--- src/rtl/msg_arb_2to1_if.sv ---
// Four-phase message channel: req/ack handshake carrying src/dst/dat/red.
// The master drives req and the message fields; the slave answers with ack.
interface msg_arb_2to1_if #(
    parameter int ASZ = 8,
    parameter int DSZ = 16,
    parameter int RSZ = 4
);
    logic           req;
    logic           ack;
    logic [ASZ-1:0] src;
    logic [ASZ-1:0] dst;
    logic [DSZ-1:0] dat;
    logic [RSZ-1:0] red;

    modport master (output req, src, dst, dat, red, input ack);
    modport slave  (input req, src, dst, dat, red, output ack);
endinterface

--- src/rtl/msg_arb_2to1.sv ---
// Round-robin 2:1 message arbiter. Grant one cycle after req, o0 req one cycle after the winner's req drops.
// A stalled sink holds the message in the holding register; neither input is acked until the arbiter is back in IDLE.
module msg_arb_2to1 #(
    parameter int ASZ     = 8,
    parameter int DSZ     = 16,
    parameter int RSZ     = 4,
    parameter int CNT_SZ  = 8,
    parameter bit CHK_RED = 1'b1
) (
    input  logic              clk,
    input  logic              reset_n,
    msg_arb_2to1_if.slave     i0,
    msg_arb_2to1_if.slave     i1,
    msg_arb_2to1_if.master    o0,
    output logic              red_err,
    output logic              last_gnt,
    output logic [CNT_SZ-1:0] fwd_cnt0,
    output logic [CNT_SZ-1:0] fwd_cnt1
);
    localparam int MSZ = 2 * ASZ + DSZ;
    localparam int NCH = (MSZ + RSZ - 1) / RSZ;
    localparam int PSZ = NCH * RSZ;

    typedef enum logic [1:0] {IDLE, REL, SEND, DRAIN} state_t;

    state_t         state, state_nxt;
    logic           gnt;
    logic           win, win_req, req_any, red_bad;
    logic           ack0_q, ack1_q, oreq_q;
    logic           ack0_nxt, ack1_nxt, oreq_nxt;
    logic           capture, retire;
    logic [ASZ-1:0] win_src, win_dst, hold_src, hold_dst;
    logic [DSZ-1:0] win_dat, hold_dat;
    logic [RSZ-1:0] win_red, hold_red;

    // Redundancy code: XOR of the {src,dst,dat} word folded into RSZ-bit chunks.
    function automatic logic [RSZ-1:0] calc_redun(input logic [MSZ-1:0] v);
        logic [PSZ-1:0] p;
        logic [RSZ-1:0] r;
        p = PSZ'(v);
        r = '0;
        for (int c = 0; c < NCH; c++) begin
            r = r ^ p[c*RSZ +: RSZ];
        end
        return r;
    endfunction

    assign req_any = i0.req | i1.req;
    assign win     = (i0.req & i1.req) ? ~last_gnt : i1.req;
    assign win_src = win ? i1.src : i0.src;
    assign win_dst = win ? i1.dst : i0.dst;
    assign win_dat = win ? i1.dat : i0.dat;
    assign win_red = win ? i1.red : i0.red;
    assign win_req = gnt ? i1.req : i0.req;
    assign red_bad = calc_redun({win_src, win_dst, win_dat}) != win_red;

    always_ff @(posedge clk or negedge reset_n) begin
        if (!reset_n) begin
            state <= IDLE;
        end else begin
            state <= state_nxt;
        end
    end

    always_comb begin
        state_nxt = state;
        unique case (state)
            IDLE:    if (req_any)  state_nxt = REL;
            REL:     if (!win_req) state_nxt = SEND;
            SEND:    if (o0.ack)   state_nxt = DRAIN;
            DRAIN:   if (!o0.ack)  state_nxt = IDLE;
            default:               state_nxt = IDLE;
        endcase
    end

    // Next values of the registered handshake outputs plus datapath strobes.
    always_comb begin
        ack0_nxt = ack0_q;
        ack1_nxt = ack1_q;
        oreq_nxt = oreq_q;
        capture  = 1'b0;
        retire   = 1'b0;
        unique case (state)
            IDLE: begin
                if (req_any) begin
                    capture  = 1'b1;
                    ack0_nxt = ~win;
                    ack1_nxt = win;
                end
            end
            REL: begin
                if (!win_req) begin
                    ack0_nxt = 1'b0;
                    ack1_nxt = 1'b0;
                    oreq_nxt = 1'b1;
                end
            end
            SEND:    if (o0.ack)  oreq_nxt = 1'b0;
            DRAIN:   if (!o0.ack) retire   = 1'b1;
            default: ;
        endcase
    end

    always_ff @(posedge clk or negedge reset_n) begin
        if (!reset_n) begin
            ack0_q   <= 1'b0;
            ack1_q   <= 1'b0;
            oreq_q   <= 1'b0;
            gnt      <= 1'b0;
            last_gnt <= 1'b1;
            red_err  <= 1'b0;
            hold_src <= '0;
            hold_dst <= '0;
            hold_dat <= '0;
            hold_red <= '0;
            fwd_cnt0 <= '0;
            fwd_cnt1 <= '0;
        end else begin
            ack0_q <= ack0_nxt;
            ack1_q <= ack1_nxt;
            oreq_q <= oreq_nxt;
            if (capture) begin
                gnt      <= win;
                hold_src <= win_src;
                hold_dst <= win_dst;
                hold_dat <= win_dat;
                hold_red <= win_red;
                if (CHK_RED && red_bad) begin
                    red_err <= 1'b1;
                end
            end
            if (retire) begin
                last_gnt <= gnt;
                if (gnt) begin
                    fwd_cnt1 <= fwd_cnt1 + 1'b1;
                end else begin
                    fwd_cnt0 <= fwd_cnt0 + 1'b1;
                end
            end
        end
    end

    assign i0.ack = ack0_q;
    assign i1.ack = ack1_q;
    assign o0.req = oreq_q;
    assign o0.src = hold_src;
    assign o0.dst = hold_dst;
    assign o0.dat = hold_dat;
    assign o0.red = hold_red;
endmodule

--- src/flat_wrapper.sv ---
// flat-port wrapper written by rule: the top's interface ports become plain ports
module msg_arb_2to1_flat 
#(
    parameter int ASZ     = 8,
    parameter int DSZ     = 16,
    parameter int RSZ     = 4,
    parameter int CNT_SZ  = 8,
    parameter bit CHK_RED = 1'b1
)
  (clk, reset_n, red_err, last_gnt, fwd_cnt0, fwd_cnt1, i0_req, i0_src, i0_dst, i0_dat, i0_red, i0_ack, i1_req, i1_src, i1_dst, i1_dat, i1_red, i1_ack, o0_req, o0_src, o0_dst, o0_dat, o0_red, o0_ack);
  msg_arb_2to1_if #(.ASZ(ASZ), .DSZ(DSZ), .RSZ(RSZ)) i0_i ();
  msg_arb_2to1_if #(.ASZ(ASZ), .DSZ(DSZ), .RSZ(RSZ)) i1_i ();
  msg_arb_2to1_if #(.ASZ(ASZ), .DSZ(DSZ), .RSZ(RSZ)) o0_i ();
  input  logic clk;
  input  logic reset_n;
  output logic red_err;
  output logic last_gnt;
  output logic [CNT_SZ-1:0] fwd_cnt0;
  output logic [CNT_SZ-1:0] fwd_cnt1;
  input wire logic [$bits(i0_i.req)-1:0] i0_req;
  input wire logic [$bits(i0_i.src)-1:0] i0_src;
  input wire logic [$bits(i0_i.dst)-1:0] i0_dst;
  input wire logic [$bits(i0_i.dat)-1:0] i0_dat;
  input wire logic [$bits(i0_i.red)-1:0] i0_red;
  output wire logic [$bits(i0_i.ack)-1:0] i0_ack;
  input wire logic [$bits(i1_i.req)-1:0] i1_req;
  input wire logic [$bits(i1_i.src)-1:0] i1_src;
  input wire logic [$bits(i1_i.dst)-1:0] i1_dst;
  input wire logic [$bits(i1_i.dat)-1:0] i1_dat;
  input wire logic [$bits(i1_i.red)-1:0] i1_red;
  output wire logic [$bits(i1_i.ack)-1:0] i1_ack;
  output wire logic [$bits(o0_i.req)-1:0] o0_req;
  output wire logic [$bits(o0_i.src)-1:0] o0_src;
  output wire logic [$bits(o0_i.dst)-1:0] o0_dst;
  output wire logic [$bits(o0_i.dat)-1:0] o0_dat;
  output wire logic [$bits(o0_i.red)-1:0] o0_red;
  input wire logic [$bits(o0_i.ack)-1:0] o0_ack;
  assign i0_i.req = i0_req;
  assign i0_i.src = i0_src;
  assign i0_i.dst = i0_dst;
  assign i0_i.dat = i0_dat;
  assign i0_i.red = i0_red;
  assign i0_ack = i0_i.ack;
  assign i1_i.req = i1_req;
  assign i1_i.src = i1_src;
  assign i1_i.dst = i1_dst;
  assign i1_i.dat = i1_dat;
  assign i1_i.red = i1_red;
  assign i1_ack = i1_i.ack;
  assign o0_req = o0_i.req;
  assign o0_src = o0_i.src;
  assign o0_dst = o0_i.dst;
  assign o0_dat = o0_i.dat;
  assign o0_red = o0_i.red;
  assign o0_i.ack = o0_ack;
  msg_arb_2to1 #(.ASZ(ASZ), .DSZ(DSZ), .RSZ(RSZ), .CNT_SZ(CNT_SZ), .CHK_RED(CHK_RED)) u_core (.clk(clk), .reset_n(reset_n), .i0(i0_i), .i1(i1_i), .o0(o0_i), .red_err(red_err), .last_gnt(last_gnt), .fwd_cnt0(fwd_cnt0), .fwd_cnt1(fwd_cnt1));
endmodule
--- config.mk ---
export PLATFORM = sky130hd
export DESIGN_NAME = msg_arb_2to1_flat
export DESIGN_NICKNAME = d
export VERILOG_FILES = /design/src/rtl/msg_arb_2to1_if.sv /design/src/rtl/msg_arb_2to1.sv /design/src/flat_wrapper.sv
export SDC_FILE = /design/constraint.sdc
export NUM_CORES = 1
export LEC_CHECK = 0
export ABC_AREA = 1
export CORE_MARGIN = 4
export CORE_UTILIZATION = 43
export CTS_BUF_LIST = sky130_fd_sc_hd__clkbuf_4
export DETAILED_ROUTE_END_ITERATION = 16
export PLACE_DENSITY = 0.8
export RECOVER_POWER = 100
export SKIP_LAST_GASP = 1
export SYNTH_ARGS = -nofsm -noshare
export SYNTH_HDL_FRONTEND = slang
export SYNTH_SLANG_ARGS = --single-unit
--- constraint.sdc ---
create_clock -name clk -period 1.6 [get_ports clk]
set_input_delay 0.24 -clock clk [delete_from_list [all_inputs] [get_ports clk]]
set_output_delay 0.24 -clock clk [all_outputs]
set_load 0.1 [all_outputs]
Word-level counts from Yosys, hierarchy flattened
Index checks and enable logic that the tools add are counted.
{"block": "totals", "register_bits": 60, "wordCells": 67}
{"block": "op_classes", "reduce_logical": 9, "eq_ne": 8, "n_mux": 23, "n_addsub": 2, "n_bitwise": 12}
{"operator": "$xor A4 B4 Y4", "n": 7}
{"operator": "$add A8 B1 Y8 const B", "n": 2}
{"operator": "$mux W16", "n": 1}
{"operator": "$mux W8", "n": 2}
{"operator": "$mux W1", "n": 11}
{"operator": "$mux W2", "n": 4}
{"operator": "$pmux W2 S4", "n": 1}
{"operator": "$ne A2 B2 Y1 const B", "n": 3}
{"operator": "$pmux W1 S2", "n": 3}
{"operator": "$reduce_and A2 Y1", "n": 3}
{"operator": "$reduce_and A3 Y1", "n": 2}
{"operator": "$eq A2 B2 Y1 const B", "n": 2}
{"operator": "$mux W4", "n": 1}
{"operator": "$ne A4 B4 Y1", "n": 1}
{"operator": "$reduce_and A4 Y1", "n": 1}
{"operator": "$reduce_bool A2 Y1", "n": 2}
{"operator": "$not A1 Y1", "n": 3}
{"operator": "$eq A2 B1 Y1 const B", "n": 1}
{"operator": "$logic_not A2 Y1", "n": 1}
{"operator": "$ne A2 B1 Y1 const B", "n": 1}
{"operator": "$and A1 B1 Y1", "n": 1}
{"operator": "$or A1 B1 Y1", "n": 1}

Depth between registers and ports, before layout
Gate-level depths: netlist (run 1).
{"block": "logic_depth", "ltp_word": 12, "depth_mapped": 17}

Worst setup path before layout (run 1)
Ideal clock, no wire load.
{"block": "synth_timing", "path_type": "reg-to-reg", "start": "register u_core.last_gnt", "end": "register u_core.red_err", "path_stages_with_launch": 18, "t_arrival_ns": 2.131, "setup_slack_ns": -0.652, "setup_ns": 0.121, "cell_sequence": "dfstp_2 > nand2_1 > nand2_2 > buf_6 > buf_6 > nand2_1 > nand2_1 > nand2_1 > nand2_1 > inv_2 > nand2_1 > nand3_1 > nand2_1 > nand2_1 > nand2_1 > nand2_1 > o21bai_1 > nand2_1"}
{"block": "synth_via", "elab_chain_cells": 12}
{"item": "start: declaration", "line": "msg_arb_2to1.sv:16", "rtl": "output logic last_gnt,"}
{"item": "start signal: assignment", "line": "msg_arb_2to1.sv:133", "rtl": "last_gnt <= gnt;"}
{"item": "$not A1 Y1 (*)", "line": "msg_arb_2to1.sv:49", "rtl": "assign win = (i0.req & i1.req) ? ~last_gnt : i1.req;"}
{"item": "$mux W1 (*)", "line": "msg_arb_2to1.sv:49"}
{"item": "$mux W16", "line": "msg_arb_2to1.sv:52", "rtl": "assign win_dat = win ? i1.dat : i0.dat;"}
{"item": "$xor A4 B4 Y4 (7 in series)", "line": "msg_arb_2to1.sv:43", "rtl": "r = r ^ p[c*RSZ +: RSZ];"}
{"item": "$ne A4 B4 Y1 (*)", "line": "msg_arb_2to1.sv:55", "rtl": "assign red_bad = calc_redun({win_src, win_dst, win_dat}) != win_red;"}
{"item": "$reduce_and A2 Y1 (no line) (*)"}
{"item": "end signal: assignment", "line": "msg_arb_2to1.sv:111", "rtl": "red_err <= 1'b0;"}
{"item": "end signal: assignment", "line": "msg_arb_2to1.sv:129", "rtl": "red_err <= 1'b1;"}
{"item": "end: declaration", "line": "msg_arb_2to1.sv:15", "rtl": "output logic red_err,"}
Mark *: on every way between the ends. The rest lies on a longest branch, timed or not.
A chain may end at the register's enable or synchronous reset.

Worst setup path after layout (run 1)
Same ends and word-level chain as after synthesis.

==> impl_metrics.toml, run 1 <==
[global_route]
grt_pass1_vias = 4418
grt_pass1_wl_um = 20600
grt-ovfl-total = 0
grt_start_max_net_pins = 61
grt_usage_pct = 24.9
antenna_found_initial = 1

[worst_setup_path]
crit_type = "reg -> reg"
startpoint_type = "flop"
worstPathMaxFanout = 8
slowest_stage = "dfstp_4"
crit_chain = "nand2_8 > nand2_8 > buf_16 > nand2_1 > o21ai_1 > nand2_1 > nand2_2 > nor2_1 > nor2_2 > nand3_1 > nand2_1 > nand2_1 > o21bai_1 > nand2_1"
worst_setup_path_end_kind = "flop"
path_buf_inv = 1
r2r_slack_ns = -0.56
cp_top_family = "simple AND/OR/NAND/NOR gates"
cpPeakStageDelay_ns = 0.66
critPathRequiredTime_ns = 1.88
path_common_cell = "nand2_1"
arrival_ns = 2.44

[clocking]
clkSinkCount = 60
clk_latency_ns = 0.39
cts.clk_slew.worst_paths_ns = 0.11
cts_max_level = 3
numCtsBuffers = 9
cts-root-buf = "clkbuf_4"
cts_buffer_depth = 2
cts_tree = "yes"

[detailed_routing]
post-route-drc-count = 0
final_antenna_net_count = 0
drtPass1Iterations = 5
avgRoutedWirePerCell_um = 15.4
drt_iter0_markers = 207
totalWireLength_um = 13100
via_count = 4434
via_per_inst = 5.21

[die]
die_area_mm2 = 0.0105
start_util_pct = 44.0
rows = 34
die_h_um = 102
die_x_um = 102
io_pins = 134
coreArea_mm2 = 0.00872

[power_and_ir_drop]
p_per_area_mw_per_mm2 = 2130
fin_total_pwr_uw = 12400
ir_drop_uv = 1340
p_leak_uw = 0.00316

[timing]
fin_setup_tns_ns = -1.48
fin_ws_ns = -0.557
holdWs_ns = 0.483
finalHoldViolations = 0
rsz0062_at_grt = "yes"
post-route-period-util_pct = 135
slew_headroom_pct = 45.7
clock.fmax_mhz = 464
worstMarginPinSlew_ns = 0.815
drv_slew = 0
finalCriticalPeriod_ns = 2.16
finalSetupViolations = 11
skew_ns = 0.0128

[logic_synthesis]
netlist_instances = 573
synth_top_area_share_pct = 38.5
syn_area_mm2 = 0.00384
yosys.area_share.adder_pct = 1.96
yosys.area.top_type = "dfrtp_1"
ys_seq_area_share_pct = 39.2
synth-compound-area-share_pct = 9.43
synth_area_leaders = "dfrtp_1 (38%), nand2_1 (24%), inv_1 (7.7%)"
synth_cell_types = 25
muxShareOfSynthArea_pct = 0.294
synth-xor-area-share_pct = 3.20
synthSimpleGateAreaFrac_pct = 33.8
yosysWarnings = 0
synth_seq_cells = 60
syn-num-nets = 656
synth_top_family_by_area = "simple AND/OR/NAND/NOR gates"
synth.avg_cell_area_um2 = 6.69

[placement]
place_area_mm2 = 0.00606
portBuffers = 133
place_congestion = 0.889
hpwl_um = 8890

[finish]
area_growth_pct = 52.2
post-route-cell-area_mm2 = 0.00584
fin_nets = 820
drive_gt1_share_pct = 22.6

[run]
cap_violations = 0

[run_status]
status = "finished, violations left"
violations = "setup timing"

[worst_hold_path]
hold_class = "reg -> reg"
-- cells in the mapped netlist (all sizes together) --
cell type and instances:
dfrtp 59, nand2 244, nand3 44, or2 1
xor2 10, inv 82, mux2 1, o21bai 1
o21ai 63, dfstp 1, buf 14, nor2 11
ha 6, clkbuf 10, xnor2 4, o22a 1
a21oi 6, nor3 2, nand3b 13
-- stage by stage --
| step | std cells | util (%) | setup WS, ns |
|---|---|---|---|
| floorplan | 573 | - | -0.464 |
| global placement | 821 | 69.5 | -0.656 |
| detailed placement | 821 | 69.5 | -0.757 |
| CTS | 847 | 73.6 | -0.463 |
| global route | 851 | 66.9 | -0.709 |
| finish | 851 | 66.9 | -0.557 |
-- cells by family (layout without fill, tap and decap cells) --
family,Yosys count,in the layout
adder cells (fa/ha/maj),6,6
multiplexers,1,1
AND/OR/NAND/NOR,315,316
AO/OA/AOI/OAI,71,71
buffers and inverters,106,274
other,0,1
XOR/XNOR,14,14
flip-flops,60,60
-- flip-flops by register name (all words and copies together), names as in the netlist --
name             flops
u_core.o0.dat       16
u_core.fwd_cnt0      8
u_core.fwd_cnt1      8
u_core.o0.dst        8
u_core.o0.src        8
u_core.o0.red        4
u_core.state         2
u_core.gnt           1
u_core.i0.ack        1
u_core.i1.ack        1
u_core.last_gnt      1
u_core.o0.req        1
u_core.red_err       1
-- repair_timing --
item	in CTS	in global routing
cloned	4	4
hold buffers	1	0
setup buffers	5	2
endpoints found under the hold margin	59	0
resized for setup	27	38
pin swaps	7	11
endpoints found under the setup margin	8	21
-- where the power goes --
part           internal [uW]  switching, uW  total (uW)
registers               2220            567        2790
logic                   2030           6570        8600
clock network            479            576        1050
-- layer usage --
| metal | global-route usage (%) | wire (um) |
|---|---|---|
| met1 | 29.7 | 4870 |
| met2 | 43.9 | 6820 |
| met3 | 5.19 | 1130 |
| met4 | 9.38 | 312 |
| met5 | 0 | 0 |
-- area by class of cell --
cell class	count	area, um^2
antenna	1	2.50
clock buffer	10	75.1
clock inverter	6	55.1
fill	732	2880
inverter	82	310
multi-input combinational	408	2040
sequential	60	1520
tap	108	135
timing repair buffer	176	1700
-- worst reg2reg max path, cell delays in order, from the launching register on --
cell and delay, ns:
dfstp_4 0.66, nand2_8 0.07, nand2_8 0.15, buf_16 0.16
nand2_1 0.06, o21ai_1 0.13, nand2_1 0.10, nand2_2 0.08
nor2_1 0.05, nor2_2 0.14, nand3_1 0.09, nand2_1 0.08
nand2_1 0.05, o21bai_1 0.17, nand2_1 0.07
-- worst paths after layout --
check | startpoint | end | depth (start not counted)
setup / recovery | u_core.last_gnt$_DFFE_PN1P_ | u_core.red_err$_DFFE_PN0P_ | 14
hold / removal | u_core.fwd_cnt1[7]$_DFFE_PN0P_ | u_core.fwd_cnt1[7]$_DFFE_PN0P_ | 1
setup reg to reg | u_core.last_gnt$_DFFE_PN1P_ | u_core.red_err$_DFFE_PN0P_ | 14
hold reg to reg | u_core.fwd_cnt1[7]$_DFFE_PN0P_ | u_core.fwd_cnt1[7]$_DFFE_PN0P_ | 1
max in group asynchronous | reset_n | u_core.fwd_cnt0[1]$_DFFE_PN0P_ | 3
min in group asynchronous | reset_n | u_core.fwd_cnt1[7]$_DFFE_PN0P_ | 3
-- layout by cell type (no fill, tap or decap), types with 3 or more instances in the layout --
master	netlist	layout
nor2_1	10	6
inv_2	3	6
dfrtp_4	0	3
clkbuf_16	0	3
ha_1	6	6
clkdlybuf4s50_1	0	74
nand2_1	243	224
inv_1	79	74
nand2_2	1	18
dfrtp_1	59	56
clkbuf_4	0	26
xor2_1	10	10
o21ai_0	44	37
a21oi_1	6	5
o21ai_1	19	15
nand3b_1	13	13
buf_6	7	6
nand3_1	44	41
buf_12	0	11
buf_16	0	3
nor2_2	1	3
buf_2	4	36
clkinv_1	0	3
o21ai_2	0	11
nand3_2	0	3
xnor2_1	4	4
buf_4	3	22
Power figures use the tool's default switching activity.
==> run 2: changes to the inputs <==
==> constraint.sdc (replaced) <==
create_clock -name clk -period 1.6 [get_ports clk]
set_input_delay 0.24 -clock clk [delete_from_list [all_inputs] [get_ports clk]]
set_output_delay 0.24 -clock clk [all_outputs]
set_load 0.05 [all_outputs]
==> run 2 against run 1 <==
The run still ends with setup timing left. Register-to-register slack better by 0.16 ns. Largest power group unchanged. First-iteration DRC count shrank 9.2%. Hold slack gained 0.0033 ns. Critical endpoint unchanged. Global-route usage is 3.1 points lower. Critical path depth up 1. Sequential share of layout area increased by 0.45 points. Via count down 3.0%. Critical path type unchanged. Flip-flop and latch count did not move. Cell area shrank 2.7%. Utilization is 1.8 points lower. Die area stayed put.
==> impl_metrics.toml, run 2 (synthesis results as in run 1) <==
[worst_setup_path]
endpoint = "u_core.red_err$_DFFE_PN0P_"
critPathRequiredTime_ns = 1.92
crit_chain = "nand2_4 > nand2_8 > buf_4 > clkbuf_16 > o21ai_1 > nand2_1 > nand2_2 > nand2_1 > inv_2 > nor2_2 > nand3_1 > nand2_1 > nand2_1 > o21bai_1 > nand2_1"
path_common_cell = "nand2_1"
r2r_slack_ns = -0.40
cpPeakStageDelay_ns = 0.58
critPathLaunch = "u_core.last_gnt$_DFFE_PN1P_"
arrival_ns = 2.32
timing.rr.end = "u_core.red_err$_DFFE_PN0P_"
worst-r2r-cell-count = 15
worst_setup_path_end_kind = "flop"
r2r_start = "u_core.last_gnt$_DFFE_PN1P_"
slowest_stage = "dfstp_2"
crit_type = "reg -> reg"
startpoint_type = "flop"
worstPathMaxFanout = 15

[placement]
portBuffers = 133
place_congestion = 0.845
hpwl_um = 8400

[global_route]
grt_usage_pct = 21.8
grt_pass1_wl_um = 18200
grt-ovfl-total = 0
grt_pass1_vias = 4094
antenna_found_initial = 0
grt_start_max_net_pins = 61

[finish]
layout_common_cells = "nand2_1 (236), inv_1 (74), clkdlybuf4s50_1 (74)"
fin_nets = 821
multi_input_area_mm2 = 0.00203
fillerInstances = 767
area_growth_pct = 48.1
final_common_cell = "nand2_1"
drive_gt1_share_pct = 21.4
antenna_cells = 0
largest_reg_flops = 16
seq_area_mm2 = 0.00150

[clocking]
cts-root-buf = "clkbuf_4"
cts_buffer_depth = 2
cts_max_level = 3
clkSinkCount = 60
cts_tree = "yes"
numCtsBuffers = 9
clk_latency_ns = 0.43
cts.clk_slew.worst_paths_ns = 0.12

[power_and_ir_drop]
p_switching_uw = 5350
p_leak_uw = 0.00315
ir_drop_uv = 1100
p_per_area_mw_per_mm2 = 1730
swShare_pct = 54.3
clkPwrFrac_pct = 11.6
p_comb_share_pct = 60.9
internal-power_uw = 4500
fin_total_pwr_uw = 9850
seqPwrFrac_pct = 27.5

[detailed_routing]
via_per_inst = 5.05
drt_iter0_markers = 188
totalWireLength_um = 12200
via_count = 4301
post-route-drc-count = 0
drtPass1Iterations = 5
final_antenna_net_count = 0
avgRoutedWirePerCell_um = 14.4

[timing]
fin_setup_tns_ns = -1.49
skew_ns = 0.0131
slew_headroom_pct = 44.8
finalSetupViolations = 14
finalHoldViolations = 0
rsz0062_at_grt = "yes"
worstMarginPinSlew_ns = 0.828
finalCriticalPeriod_ns = 2.00
drv_slew = 0
fin_ws_ns = -0.397
clock.fmax_mhz = 501
post-route-period-util_pct = 125

[die]
io_pins = 134
die_h_um = 102
start_util_pct = 44.0
die_area_mm2 = 0.0105
rows = 34
coreArea_mm2 = 0.00872
die_x_um = 102

[run_status]
status = "finished, violations left"
violations = "setup timing"

[run]
cap_violations = 0

[worst_hold_path]
hold_class = "reg -> reg"
-- run 2: cell types whose count changed in the layout (fill, tap and decap cells not counted), sizes merged --
cell and delta:
inv +3, clkinvlp +2, dlymetal6s2s +1, diode -1
buf -43, clkinv -4, clkbuf +43, dlygate4sd2 -1
-- run 2: repair_timing --
item / CTS / global route
endpoints found under the hold margin: 59 / 0
pin swaps: 4 / 6
setup endpoints to repair: 6 / 49
resized for setup: 6 / 54
cloned: 1 / 7
hold buffers: 1 / 0
setup buffers: 4 / 6
-- run 2: worst max-delay path: cells and delay by family, from the launching register on --
family                 cells  cell delay [ns]
AOI/OAI and AO/OA          2             0.20
buffers and inverters      3             0.34
DFF                        1             0.58
and+or+nand+nor           10             0.80
-- run 2: final cells by class --
| type | instances | share of cell area, % |
|---|---|---|
| inverter | 82 | 5.46 |
| sequential | 60 | 26.4 |
| tap | 108 | 2.38 |
| timing repair buffer | 177 | 27.5 |
| clock inverter | 7 | 1.32 |
| multi-input combinational | 408 | 35.7 |
| clock buffer | 9 | 1.19 |
-- run 2: how the worst min path moves through the flow --
stage | startpoint | end | slack, ns | cells past startpoint
2_1_floorplan | reset_n | u_core.fwd_cnt0[0]$_DFFE_PN0P_ | -0.06 | 0
3_3_place_gp | reset_n | u_core.fwd_cnt1[7]$_DFFE_PN0P_ | 0.28 | 2
3_5_place_dp | reset_n | u_core.fwd_cnt1[7]$_DFFE_PN0P_ | 0.29 | 2
4_1_cts | reset_n | u_core.fwd_cnt1[7]$_DFFE_PN0P_ | 0.36 | 3
5_1_grt | i0_dat[14] | u_core.o0.dat[14]$_DFFE_PN0P_ | 0.50 | 5
6_report | u_core.fwd_cnt1[7]$_DFFE_PN0P_ | u_core.fwd_cnt1[7]$_DFFE_PN0P_ | 0.49 | 1
-- run 2: per-stage QoR --
step / cells / hold slack (ns) / util [%] / setup slack, ns / instance area, um^2
after floorplan: 573 / -0.0556 / - / -0.398 / 3860
after global placement: 816 / 0.278 / 60.6 / -0.610 / 5290
after detailed placement: 816 / 0.286 / 60.6 / -0.692 / 5290
after CTS: 838 / 0.362 / 63.2 / -0.404 / 5510
after global routing: 851 / 0.502 / 65.2 / -0.558 / 5680
final: 851 / 0.487 / 65.2 / -0.397 / 5680
-- run 2: power by group through the flow --
stage               logic (uW)  registers (uW)  clock network [uW]
global route              6480            2790                1250
finish                    5990            2710                1140
floorplan                 1800            4810                   0
global placement          5740            2710                   0
CTS                       6020            2700                1160
detailed placement        5900            2720                   0
-- run 2: per-layer routing --
metal	up-vias	track usage (%)	routed length (um)	share of wire (%)
met2	156	37.5	5880	48
met1	2006	26.3	5100	42
li1	2106	-	-	-
met3	33	6.01	934	7.6
met5	-	0	0	0
met4	0	7.27	314	2.6
